--- config.mk ---
export PLATFORM = sky130hd
export DESIGN_NAME = uart_fifo_core
export DESIGN_NICKNAME = d
export VERILOG_FILES = /design/src/rtl/uart_pkg.sv /design/src/rtl/uart_sync_fifo.sv /design/src/rtl/uart_fifo_core.sv
export SDC_FILE = /design/constraint.sdc
export NUM_CORES = 1
export LEC_CHECK = 0
export BUFFER_PORTS_ARGS = -buffer_cell sky130_fd_sc_hd__buf_2
export CAP_MARGIN = 20
export CORE_ASPECT_RATIO = 1.25
export CORE_MARGIN = 2
export CORE_UTILIZATION = 56
export DETAILED_ROUTE_END_ITERATION = 7
export PLACE_DENSITY_LB_ADDON = 0.25
export REMOVE_ABC_BUFFERS = 1
export SYNTH_ARGS = -nofsm -noshare
export SYNTH_HDL_FRONTEND = slang
export SYNTH_HIERARCHICAL = 1
export SYNTH_SLANG_ARGS = --single-unit
--- constraint.sdc ---
create_clock -name CLK -period 3.14 [get_ports CLK]
set_input_delay 0.942 -clock CLK [delete_from_list [all_inputs] [get_ports CLK]]
set_output_delay 0.942 -clock CLK [all_outputs]
set_load 0.05 [all_outputs]
--- src/rtl/uart_pkg.sv ---
// uart_pkg: shared parity codes, error bit indices, FSM encodings and clog2 helper
package uart_pkg;
    localparam int PAR_NONE = 0;
    localparam int PAR_EVEN = 1;
    localparam int PAR_ODD  = 2;
    localparam int ERR_P = 0;
    localparam int ERR_F = 1;
    localparam int ERR_O = 2;
    typedef enum logic [2:0] {TX_S_IDLE, TX_S_START, TX_S_DATA, TX_S_PAR, TX_S_STOP} tx_state_t;
    typedef enum logic [2:0] {RX_S_IDLE, RX_S_START, RX_S_DATA, RX_S_PAR, RX_S_STOP, RX_S_BREAK} rx_state_t;
    function automatic int clog2(input int v);
        int r;
        r = 0;
        while ((1 << r) < v) r++;
        return r;
    endfunction
endpackage

--- src/rtl/uart_sync_fifo.sv ---
// uart_sync_fifo: first-word-fall-through synchronous FIFO
//   clk/rst: clock, async active-high reset; push/din: write unless full;
//   pop: drop head unless empty; dout: current head; full/empty: registered-pointer flags
module uart_sync_fifo
    import uart_pkg::*;
#(
    parameter int Width = 8,
    parameter int Depth = 16
) (
    input  logic             clk,
    input  logic             rst,
    input  logic             push,
    input  logic             pop,
    input  logic [Width-1:0] din,
    output logic [Width-1:0] dout,
    output logic             full,
    output logic             empty
);
    localparam int Aw = clog2(Depth);
    logic [Width-1:0] mem [Depth];
    logic [Aw:0] wp, rp;
    logic do_push, do_pop;
    // extra pointer MSB tells a full ring apart from an empty one
    assign empty = wp == rp;
    assign full = wp[Aw] != rp[Aw] && wp[Aw-1:0] == rp[Aw-1:0];
    assign do_push = push && !full;
    assign do_pop = pop && !empty;
    assign dout = mem[rp[Aw-1:0]];
    always_ff @(posedge clk or posedge rst)
        if (rst) begin
            wp <= '0;
            rp <= '0;
        end else begin
            wp <= wp + (Aw+1)'(do_push);
            rp <= rp + (Aw+1)'(do_pop);
        end
    always_ff @(posedge clk)
        if (do_push) mem[wp[Aw-1:0]] <= din;
endmodule

--- src/rtl/uart_fifo_core.sv ---
// uart_fifo_core: full-duplex UART with TX/RX FIFOs, parity, multi-bit stop and sticky errors
//   CLK/RST: clock, async active-high reset; RXD/TXD: serial pins
//   DIN/WE/TX_FULL/TX_IDLE: transmit queue; DOUT/RE/RX_EMPTY: receive queue
//   ERR: sticky {OERR, FERR, PERR}, CLR clears it; INT: data waiting or any error
module uart_fifo_core
    import uart_pkg::*;
#(
    parameter int Fclk   = 12_000_000,
    parameter int Bauds  = 115_200,
    parameter int Wdata  = 8,
    parameter int Wstop  = 1,
    parameter int Parity = 0,
    parameter int Depth  = 16
) (
    input  logic             CLK,
    input  logic             RST,
    input  logic             RXD,
    output logic             TXD,
    input  logic [Wdata-1:0] DIN,
    input  logic             WE,
    output logic             TX_FULL,
    output logic             TX_IDLE,
    output logic [Wdata-1:0] DOUT,
    input  logic             RE,
    output logic             RX_EMPTY,
    output logic [2:0]       ERR,
    input  logic             CLR,
    output logic             INT
);
    localparam int Div = (Fclk + Bauds / 2) / Bauds;
    localparam int Cw = clog2(Div) + 1;
    localparam int Bw = clog2(Wdata + 2);
    localparam logic [Cw-1:0] DIV_M1 = Cw'(Div - 1);
    localparam logic [Cw-1:0] STOP_M1 = Cw'(Wstop * Div - 1);
    localparam logic [Cw-1:0] HALF = Cw'(Div / 2);
    localparam logic [Bw-1:0] LAST = Bw'(Wdata - 1);
    localparam logic ODD = Parity == PAR_ODD;
    localparam logic HAS_PAR = Parity != PAR_NONE;
    if (Div < 4 || Wdata < 5 || Wdata > 9 || Wstop < 1 || Wstop > 2 ||
        (Parity != PAR_NONE && Parity != PAR_EVEN && Parity != PAR_ODD) ||
        Depth < 2 || (Depth & (Depth - 1)) != 0) begin : g_bad_params
        $error("uart_fifo_core: unsupported parameter set");
    end
    tx_state_t ts;
    rx_state_t rs;
    logic [Cw-1:0] tcnt, rcnt;
    logic [Bw-1:0] tbit, rbit;
    logic [Wdata-1:0] tsh, tx_head, rsh;
    logic tpar, tx_empty, tx_pop, ppend, s1, s2, rx_full, rx_push, stop_smp;
    logic [2:0] eset;
    uart_sync_fifo #(.Width(Wdata), .Depth(Depth)) u_tx_fifo (
        .clk(CLK), .rst(RST), .push(WE), .pop(tx_pop), .din(DIN),
        .dout(tx_head), .full(TX_FULL), .empty(tx_empty)
    );
    uart_sync_fifo #(.Width(Wdata), .Depth(Depth)) u_rx_fifo (
        .clk(CLK), .rst(RST), .push(rx_push), .pop(RE), .din(rsh),
        .dout(DOUT), .full(rx_full), .empty(RX_EMPTY)
    );
    // popping at the end of the stop period chains frames with no idle gap
    assign tx_pop = (ts == TX_S_IDLE || (ts == TX_S_STOP && tcnt == '0)) && !tx_empty;
    assign TX_IDLE = ts == TX_S_IDLE && tx_empty;
    assign stop_smp = rs == RX_S_STOP && rcnt == '0;
    assign rx_push = stop_smp && s2 && !rx_full;
    assign INT = !RX_EMPTY || |ERR;
    always_comb begin
        eset = '0;
        eset[ERR_P] = stop_smp && s2 && ppend;
        eset[ERR_F] = stop_smp && !s2;
        eset[ERR_O] = stop_smp && s2 && rx_full;
    end
    always_ff @(posedge CLK or posedge RST)
        if (RST) begin
            ts <= TX_S_IDLE;
            tcnt <= '0;
            tbit <= '0;
            tsh <= '0;
            tpar <= 1'b0;
            TXD <= 1'b1;
        end else if (tx_pop) begin
            ts <= TX_S_START;
            tcnt <= DIV_M1;
            tsh <= tx_head;
            tpar <= ^tx_head ^ ODD;
            TXD <= 1'b0;
        end else if (ts != TX_S_IDLE && tcnt != '0) begin
            tcnt <= tcnt - 1'b1;
        end else begin
            case (ts)
                TX_S_START: begin
                    ts <= TX_S_DATA;
                    tcnt <= DIV_M1;
                    tbit <= '0;
                    TXD <= tsh[0];
                end
                TX_S_DATA: begin
                    if (tbit == LAST) begin
                        ts <= HAS_PAR ? TX_S_PAR : TX_S_STOP;
                        tcnt <= HAS_PAR ? DIV_M1 : STOP_M1;
                        TXD <= HAS_PAR ? tpar : 1'b1;
                    end else begin
                        tcnt <= DIV_M1;
                        tbit <= tbit + 1'b1;
                        tsh <= tsh >> 1;
                        TXD <= tsh[1];
                    end
                end
                TX_S_PAR: begin
                    ts <= TX_S_STOP;
                    tcnt <= STOP_M1;
                    TXD <= 1'b1;
                end
                default: ts <= TX_S_IDLE;
            endcase
        end
    always_ff @(posedge CLK or posedge RST)
        if (RST) {s2, s1} <= 2'b11;
        else {s2, s1} <= {s1, RXD};
    // only the first stop bit is sampled so a second one can overlap the next start search
    always_ff @(posedge CLK or posedge RST)
        if (RST) begin
            rs <= RX_S_IDLE;
            rcnt <= '0;
            rbit <= '0;
            rsh <= '0;
            ppend <= 1'b0;
        end else if (rs == RX_S_IDLE) begin
            if (!s2) begin
                rs <= RX_S_START;
                rcnt <= HALF;
            end
        end else if (rs == RX_S_BREAK) begin
            if (s2) rs <= RX_S_IDLE;
        end else if (rcnt != '0) begin
            rcnt <= rcnt - 1'b1;
        end else begin
            rcnt <= DIV_M1;
            case (rs)
                RX_S_START: begin
                    rs <= s2 ? RX_S_IDLE : RX_S_DATA;
                    rbit <= '0;
                    ppend <= 1'b0;
                end
                RX_S_DATA: begin
                    rsh <= {s2, rsh[Wdata-1:1]};
                    rbit <= rbit + 1'b1;
                    if (rbit == LAST) rs <= HAS_PAR ? RX_S_PAR : RX_S_STOP;
                end
                RX_S_PAR: begin
                    ppend <= ^rsh ^ s2 ^ ODD;
                    rs <= RX_S_STOP;
                end
                default: rs <= s2 ? RX_S_IDLE : RX_S_BREAK;
            endcase
        end
    // a new error in the same cycle as CLR survives the clear
    always_ff @(posedge CLK or posedge RST)
        if (RST) ERR <= '0;
        else ERR <= (CLR ? 3'b000 : ERR) | eset;
endmodule

# Word level (Yosys, flattened, before mapping)
# Memories as Yosys holds them, arrays and structs flattened.
# Index checks and enable logic that the tools add are counted.
op_classes:
  n_addsub: 8
  n_bitwise: 7
  n_mux: 37
  reduce_logical: 48
  n_eq_ne: 26
ops:
  columns: ["operator", "count"]
  rows:
  - ["$mux 8", 11]
  - ["$mux 3", 11]
  - ["$add 5x1->5", 4]
  - ["$reduce_and 4->1", 5]
  - ["$pmux 3 s3", 2]
  - ["$logic_and 1x1->1", 16]
  - ["$logic_not 8->1", 2]
  - ["$pmux 4 s2", 2]
  - ["$reduce_bool 8->1", 2]
  - ["$sub 8x1->8 const B", 2]
  - ["$eq 3x2->1 const B", 4]
  - ["$eq 5x5->1", 2]
  - ["$eq 3x3->1 const B", 3]
  - ["$add 4x1->4 const B", 2]
  - ["$eq 4x3->1 const B", 2]
  - ["$eq 4x4->1", 2]
  - ["$reduce_bool 2->1", 4]
  - ["$reduce_xor 8->1", 1]
  - ["$mux 1", 7]
  - ["$eq 3x1->1 const B", 2]
  - ["$logic_not 3->1", 2]
  - ["$ne 2x2->1 const B", 3]
  - ["$ne 3x3->1 const B", 2]
  - ["$reduce_and 2->1", 3]
  - ["other kinds (17)", 30]
totals:
  output_inout_bits: 16
  reg_bits: 73
  n_memories: 2
  ramBits: 256
memory_table:
  columns: ["memory", "words", "word_bits", "rd", "rd_ports_with_merged_regs", "write_ports", "line_no", "rtl"]
  rows:
  - ["u_rx_fifo.mem", 16, 8, 1, 0, 1, "uart_sync_fifo.sv:20", "logic [Width-1:0] mem [Depth];"]
  - ["u_tx_fifo.mem", 16, 8, 1, 0, 1, "uart_sync_fifo.sv:20", null]

# Depth between registers and ports, before layout
logic_depth:
  ltp_word: 7
  depth_mapped: 13
  mapped_depth_nobuf: 11

# By module
# The synthesis kept the hierarchy.
by_module_without_submodules:
  columns: ["module", "area_per_inst_um2", "cells_each", "instances"]
  rows:
  - ["uart_sync_fifo at u_tx_fifo", 5669.2, 302, 1]
  - ["uart_sync_fifo at u_rx_fifo", 5567.8, 282, 1]
  - ["uart_fifo_core", 2911.5, 292, 1]

# Worst setup path after synthesis
# Ideal clock, no wire load.
synth_timing:
  kind: "register to output"
  startpoint: "register u_rx_fifo.rp[0]"
  endpoint: "output INT"
  n_path_buf: 1
  t_arrival_ns: 2.193
  setup_slack_ns: 0.005
  path_stages_with_launch: 6
  required_ns: 2.198
  path_cell_list: "dfrtp_1 -> buf_6 -> xnor2_1 -> nand4_1 -> nor2_1 -> nand3_1"
synth_via:
  elab_chain_cells: 3
synth_rtl:
  columns: ["item", "line_no", "rtl"]
  rows:
  - ["start, declared", "uart_sync_fifo.sv:21", "logic [Aw:0] wp, rp;"]
  - ["start signal, assigned", "uart_sync_fifo.sv:35", "rp <= rp + (Aw+1)'(do_pop);"]
  - ["$eq 5x5->1", "uart_sync_fifo.sv:24", "assign empty = wp == rp;"]
  - ["net RX_EMPTY", "uart_fifo_core.sv:25", "output logic RX_EMPTY,"]
  - ["$logic_not 1->1", "uart_fifo_core.sv:64", "assign INT = !RX_EMPTY || |ERR;"]
  - ["$logic_or 1x1->1", "uart_fifo_core.sv:64", null]
  - ["end, declared", "uart_fifo_core.sv:28", "output logic INT"]
# The timed path passes the listed nets, and every way through them passes these cells.

# Worst setup path in the final report
layout_timing:
  startpoint: "register u_rx_fifo.rp[0]"
  endpoint: "output DOUT[0]"
layout_via:
  elab_chain_cells: 1
layout_rtl:
  columns: ["item", "line_no", "rtl"]
  rows:
  - ["$mem_v2 16x8", null, null]
  - ["end, declared", "uart_fifo_core.sv:23", "output logic [Wdata-1:0] DOUT,"]
# No other way between the ends.

==> impl_summary.txt <==
----------------------------------------------------
[Yosys]
  Main flop type after synthesis ... sky130_fd_sc_hd__edfxtp_1
  Number of distinct library cells after synthesis ... 76
  Complex-gate fraction of the synthesized area ... 0.07694
  Synth Area in Simple Gates ... 0.06190
  Xor and xnor fraction of the mapped netlist area ... 0.02016
  Number of synthesized flops with an enable pin ... 256
  Dominant combinational cell family by area after synthesis ... multiplexers
  Number of instances in the synthesized netlist ... roughly 900
  Share of the yosys chip area belonging to registers ... 0.6727
  Mean area per synthesized cell ... about 16 um2
  Number of warning messages in the yosys log ... 6
  Post-synthesis cell area ... around 14000 um2
  Async S/R FF share, synth ... 0.2219
  Mux contribution to synthesized area ... 0.1265
  Adder and majority gate portion of the synthesized area ... 0.01150
  Synth Register Bits ... 329

[Final layout]
  Most common cell after layout, fill and taps aside ... sky130_fd_sc_hd__edfxtp_1
  Number of nets in the final layout ... 986
  Share of cells above drive strength 1 ... 0.2449
  Ant diodes ... 0
  Post-layout util ... 0.6458
  Fillers ... about 1800
  Final design area excluding fillers ... 16180 um2
  Post-route insts no fill ... approximately 1300
  Growth of design area from synthesis to finish ... 14.34%
  Commonest cells after routing, fill and taps aside ... 256 x sky130_fd_sc_hd__edfxtp_1, 69 x sky130_fd_sc_hd__buf_4, 66 x sky130_fd_sc_hd__dfrtp_1

[Power]
  Worst supply voltage drop on vdd ... about 0.64 mV
  Final total power ... approximately 13 mW
  Sw Pwr ... 3.799 mW
  Leakage power ... around 5.5 nW
  Switching share of total power ... 0.2966
  Portion of total power attributed to sequential cells ... 0.418
  Power density relative to cell area ... about 790 nW/um2
  Clock share of power ... 0.313
  Internal power ... between 9 and 10 mW
  Logic gate share of total power ... 0.269

[Setup path]
  Category of the most critical setup path ... register to primary output
  Crit end category ... primary output
  Endpoint arrival time on the critical path ... approximately 2.3 ns
  Sum of buffers and inverters on the critical path ... 2
  Worst r2r path cells ... 6
  Crit-path cells ... buf_12, mux4_2, a32oi_2, o21ai_1, buf_6
  Max stage delay cell, worst path ... sky130_fd_sc_hd__mux4_2
  Worst setup slack for register-to-register paths ... between 0.1 and 0.15 ns
  Cell family contributing the most delay on the critical path ... multiplexers
  FF-to-FF Start ... rcnt[3]
  Maximum cell stage delay along the critical path ... between 0.5 and 0.6 ns
  Required @ worst endpoint ... 2.20 ns
  Startpoint Class ... register
  First element of the critical path ... u_rx_fifo/rp[0]
  Worst-path fanout max ... 14
  Endpoint of the worst-slack reg-to-reg timing path ... u_rx_fifo/mem[4][1]

[Global routing]
  Total congestion overflow after global routing ... 0
  GR Util All Layers ... 0.2155
  Global-route wire length before repair ... between 40 and 50 mm
  Pin count of the biggest net entering global routing ... 36
  Vias in the first global route ... slightly above 8000
  Number of antenna violations at the first check in global routing ... 0

[CTS]
  Root buffer selected by CTS ... sky130_fd_sc_hd__clkbuf_16
  Bufs on Longest Clock Path ... 3
  CTS Buf Count ... 31
  Clock latency on the worst-skew pair ... 0.56 ns
  Maximum level of the CTS H-tree ... 1
  # clock sinks ... 329
  TritonCTS clock tree ... done
  Count of hold buffers inserted by post-cts repair ... 0
  Clock-pin slew on the worst setup and hold paths ... about 0.060 ns

[Detailed routing]
  Remaining design rule violation count ... 0
  DR iter-0 viols ... between 400 and 500
  Initial DRT Pass Iterations ... 7
  Drt via density ... between 5 and 6
  Overall via count from detail_route ... 7877
  WL per Instance ... 21.31 um
  DRT antenna net count ... 0
  Total Wirelength ... ~28 mm

[STA]
  Worst clock skew ... 0.02773 ns
  Final critical-path required period ... ~3.2 ns
  Slew @ Worst Pin ... between 0.7 and 0.8 ns
  Worst hold slack ... between 0.3 and 0.4 ns
  Number of hold violations in the final report ... 0
  F_max ... 313.1 MHz
  Worst-case setup margin in the final layout ... -0.05406 ns
  Setup repair after global routing missed its margin ... yes
  Share of the clock period used by the worst path after layout ... 1.017
  Sum of negative setup slack ... -0.2647 ns
  Max Slew Vio Count ... 0
  Final setup violation count ... 8
  Worst slew slack as a fraction of its limit ... 0.5014

[Placed design]
  Port buffer count ... 29
  Placed Cells ... between 1000 and 1500
  Dpl ws ... around 0.2 ns
  Placed Area ... ~15000 um2
  Half-perimeter wire length after placement ... approximately 19 mm
  GPL Wtd Cong ... 0.8145

[Hold path]
  Hold Path End ... s2
  Worst hold path startpoint ... s1
  Worst min-delay path category ... register to register
  Worst hold path depth ... 0

[Status]
  Violated checks ... negative setup slack
  Result of the run ... finished, violations left

[Die]
  Floorplan die area ... 26560 um2
  Initial core utilization ... 0.5648
  Site row count ... 65
  Floorplan die width ... about 150 um
  Area of the core ... 25050 um2
  Height of the die ... around 180 um
  Number of I/O pins ... 30

[Run]
  Maximum capacitance violations ... 0

----------------------------------------------------
-- flip-flops by register name, indices dropped and copies added, names as in the netlist, 3 cells and up --
| name | flops |
|---|---|
| u_tx_fifo/rp | 5 |
| rs | 3 |
| u_tx_fifo/wp | 5 |
| u_tx_fifo/mem | 128 |
| rcnt | 8 |
| ts | 3 |
| ERR | 3 |
| tbit | 4 |
| tcnt | 8 |
| u_rx_fifo/mem | 128 |
| u_rx_fifo/wp | 5 |
| rsh | 8 |
| u_rx_fifo/rp | 5 |
| rbit | 4 |
| tsh | 8 |
-- per-layer routing --
metal	track usage	routed length, um
met5	0	0
met2	0.4081	15530
met3	0.02186	717
met4	0.06680	754
met1	0.2595	11110
-- Yosys cell counts (all sizes together) (3+ instances only) --
| library cell | instances | area [um2] |
|---|---|---|
| nand3b | 3 | 22.52 |
| clkbuf | 19 | 73.82 |
| edfxtp | 256 | 7687 |
| nand2 | 31 | 116.4 |
| mux2 | 21 | 266.5 |
| nand3 | 29 | 145.1 |
| and2 | 4 | 26.28 |
| mux4 | 49 | 1164 |
| a21o | 4 | 30.03 |
| a21oi | 15 | 75.07 |
| a22o | 3 | 26.28 |
| dfstp | 3 | 78.83 |
| or2 | 3 | 18.77 |
| a311oi | 7 | 61.31 |
| nor4 | 10 | 68.81 |
| xnor2 | 20 | 175.2 |
| nor2 | 23 | 86.33 |
| mux2i | 36 | 360.4 |
| nand4 | 5 | 31.28 |
| or4 | 6 | 50.05 |
| buf | 32 | 260.3 |
| a21boi | 3 | 22.52 |
| a22oi | 9 | 67.56 |
| a2bb2oi | 8 | 70.07 |
| dfrtp | 70 | 1752 |
| xor2 | 10 | 87.58 |
| nor2b | 10 | 62.56 |
| nor3 | 16 | 80.08 |
| inv | 24 | 90.09 |
| nand2b | 7 | 43.79 |
| o31ai | 11 | 82.58 |
| o21ai | 41 | 209.0 |
| a211oi | 18 | 135.1 |
| or3 | 9 | 63.81 |
| ha | 13 | 162.7 |
| o22ai | 14 | 87.58 |
| a32oi | 8 | 70.07 |
-- power by group through the flow --
stage | clock network [mW] | registers (mW) | logic, mW
after CTS | 4.10 | 5.34 | 3.37
after floorplan | 0 | 5.71 | 1.92
after detailed placement | 0 | 5.45 | 3.22
after global routing | 4.27 | 5.39 | 3.72
after global placement | 0 | 5.43 | 3.18
final | 4.01 | 5.35 | 3.45
-- cells by family (layout without fill, tap and decap cells) --
group,count (synthesis),after routing
compound gates,158,158
xor+xnor,31,31
fa+ha+maj,13,13
buf+inv,76,184
flops,329,329
mux,106,106
simple gates,163,163
-- layout make-up --
| cell class | instances | area (um2) | share of cell area |
|---|---|---|---|
| repair buffers | 101 | 779.5 | 0.04819 |
| inverters | 25 | 93.84 | 0.005801 |
| multi-input cells | 471 | 4240 | 0.2621 |
| well taps | 335 | 419.2 | 0.02591 |
| clock buffers | 42 | 877.1 | 0.05422 |
| clock inverters | 16 | 244.0 | 0.01508 |
| flip-flops and latches | 329 | 9523 | 0.5887 |
-- worst max path at each step --
stage          cells past startpoint                  end
6_report                           5              DOUT[0]
5_1_grt                            5              DOUT[1]
4_1_cts                            5              DOUT[6]
3_5_place_dp                       6  u_rx_fifo/mem[4][2]
3_3_place_gp                       6  u_rx_fifo/mem[4][2]
2_1_floorplan                      4              TX_IDLE
-- what timing repair did --
| action | 4_1_cts | 5_1_grt |
|---|---|---|
| gates resized for setup | 22 | 21 |
| pin swaps | 0 | 2 |
| endpoints found under the setup margin | 12 | 11 |
| buffers inserted | 3 | 1 |
Power figures use the tool's default switching activity.
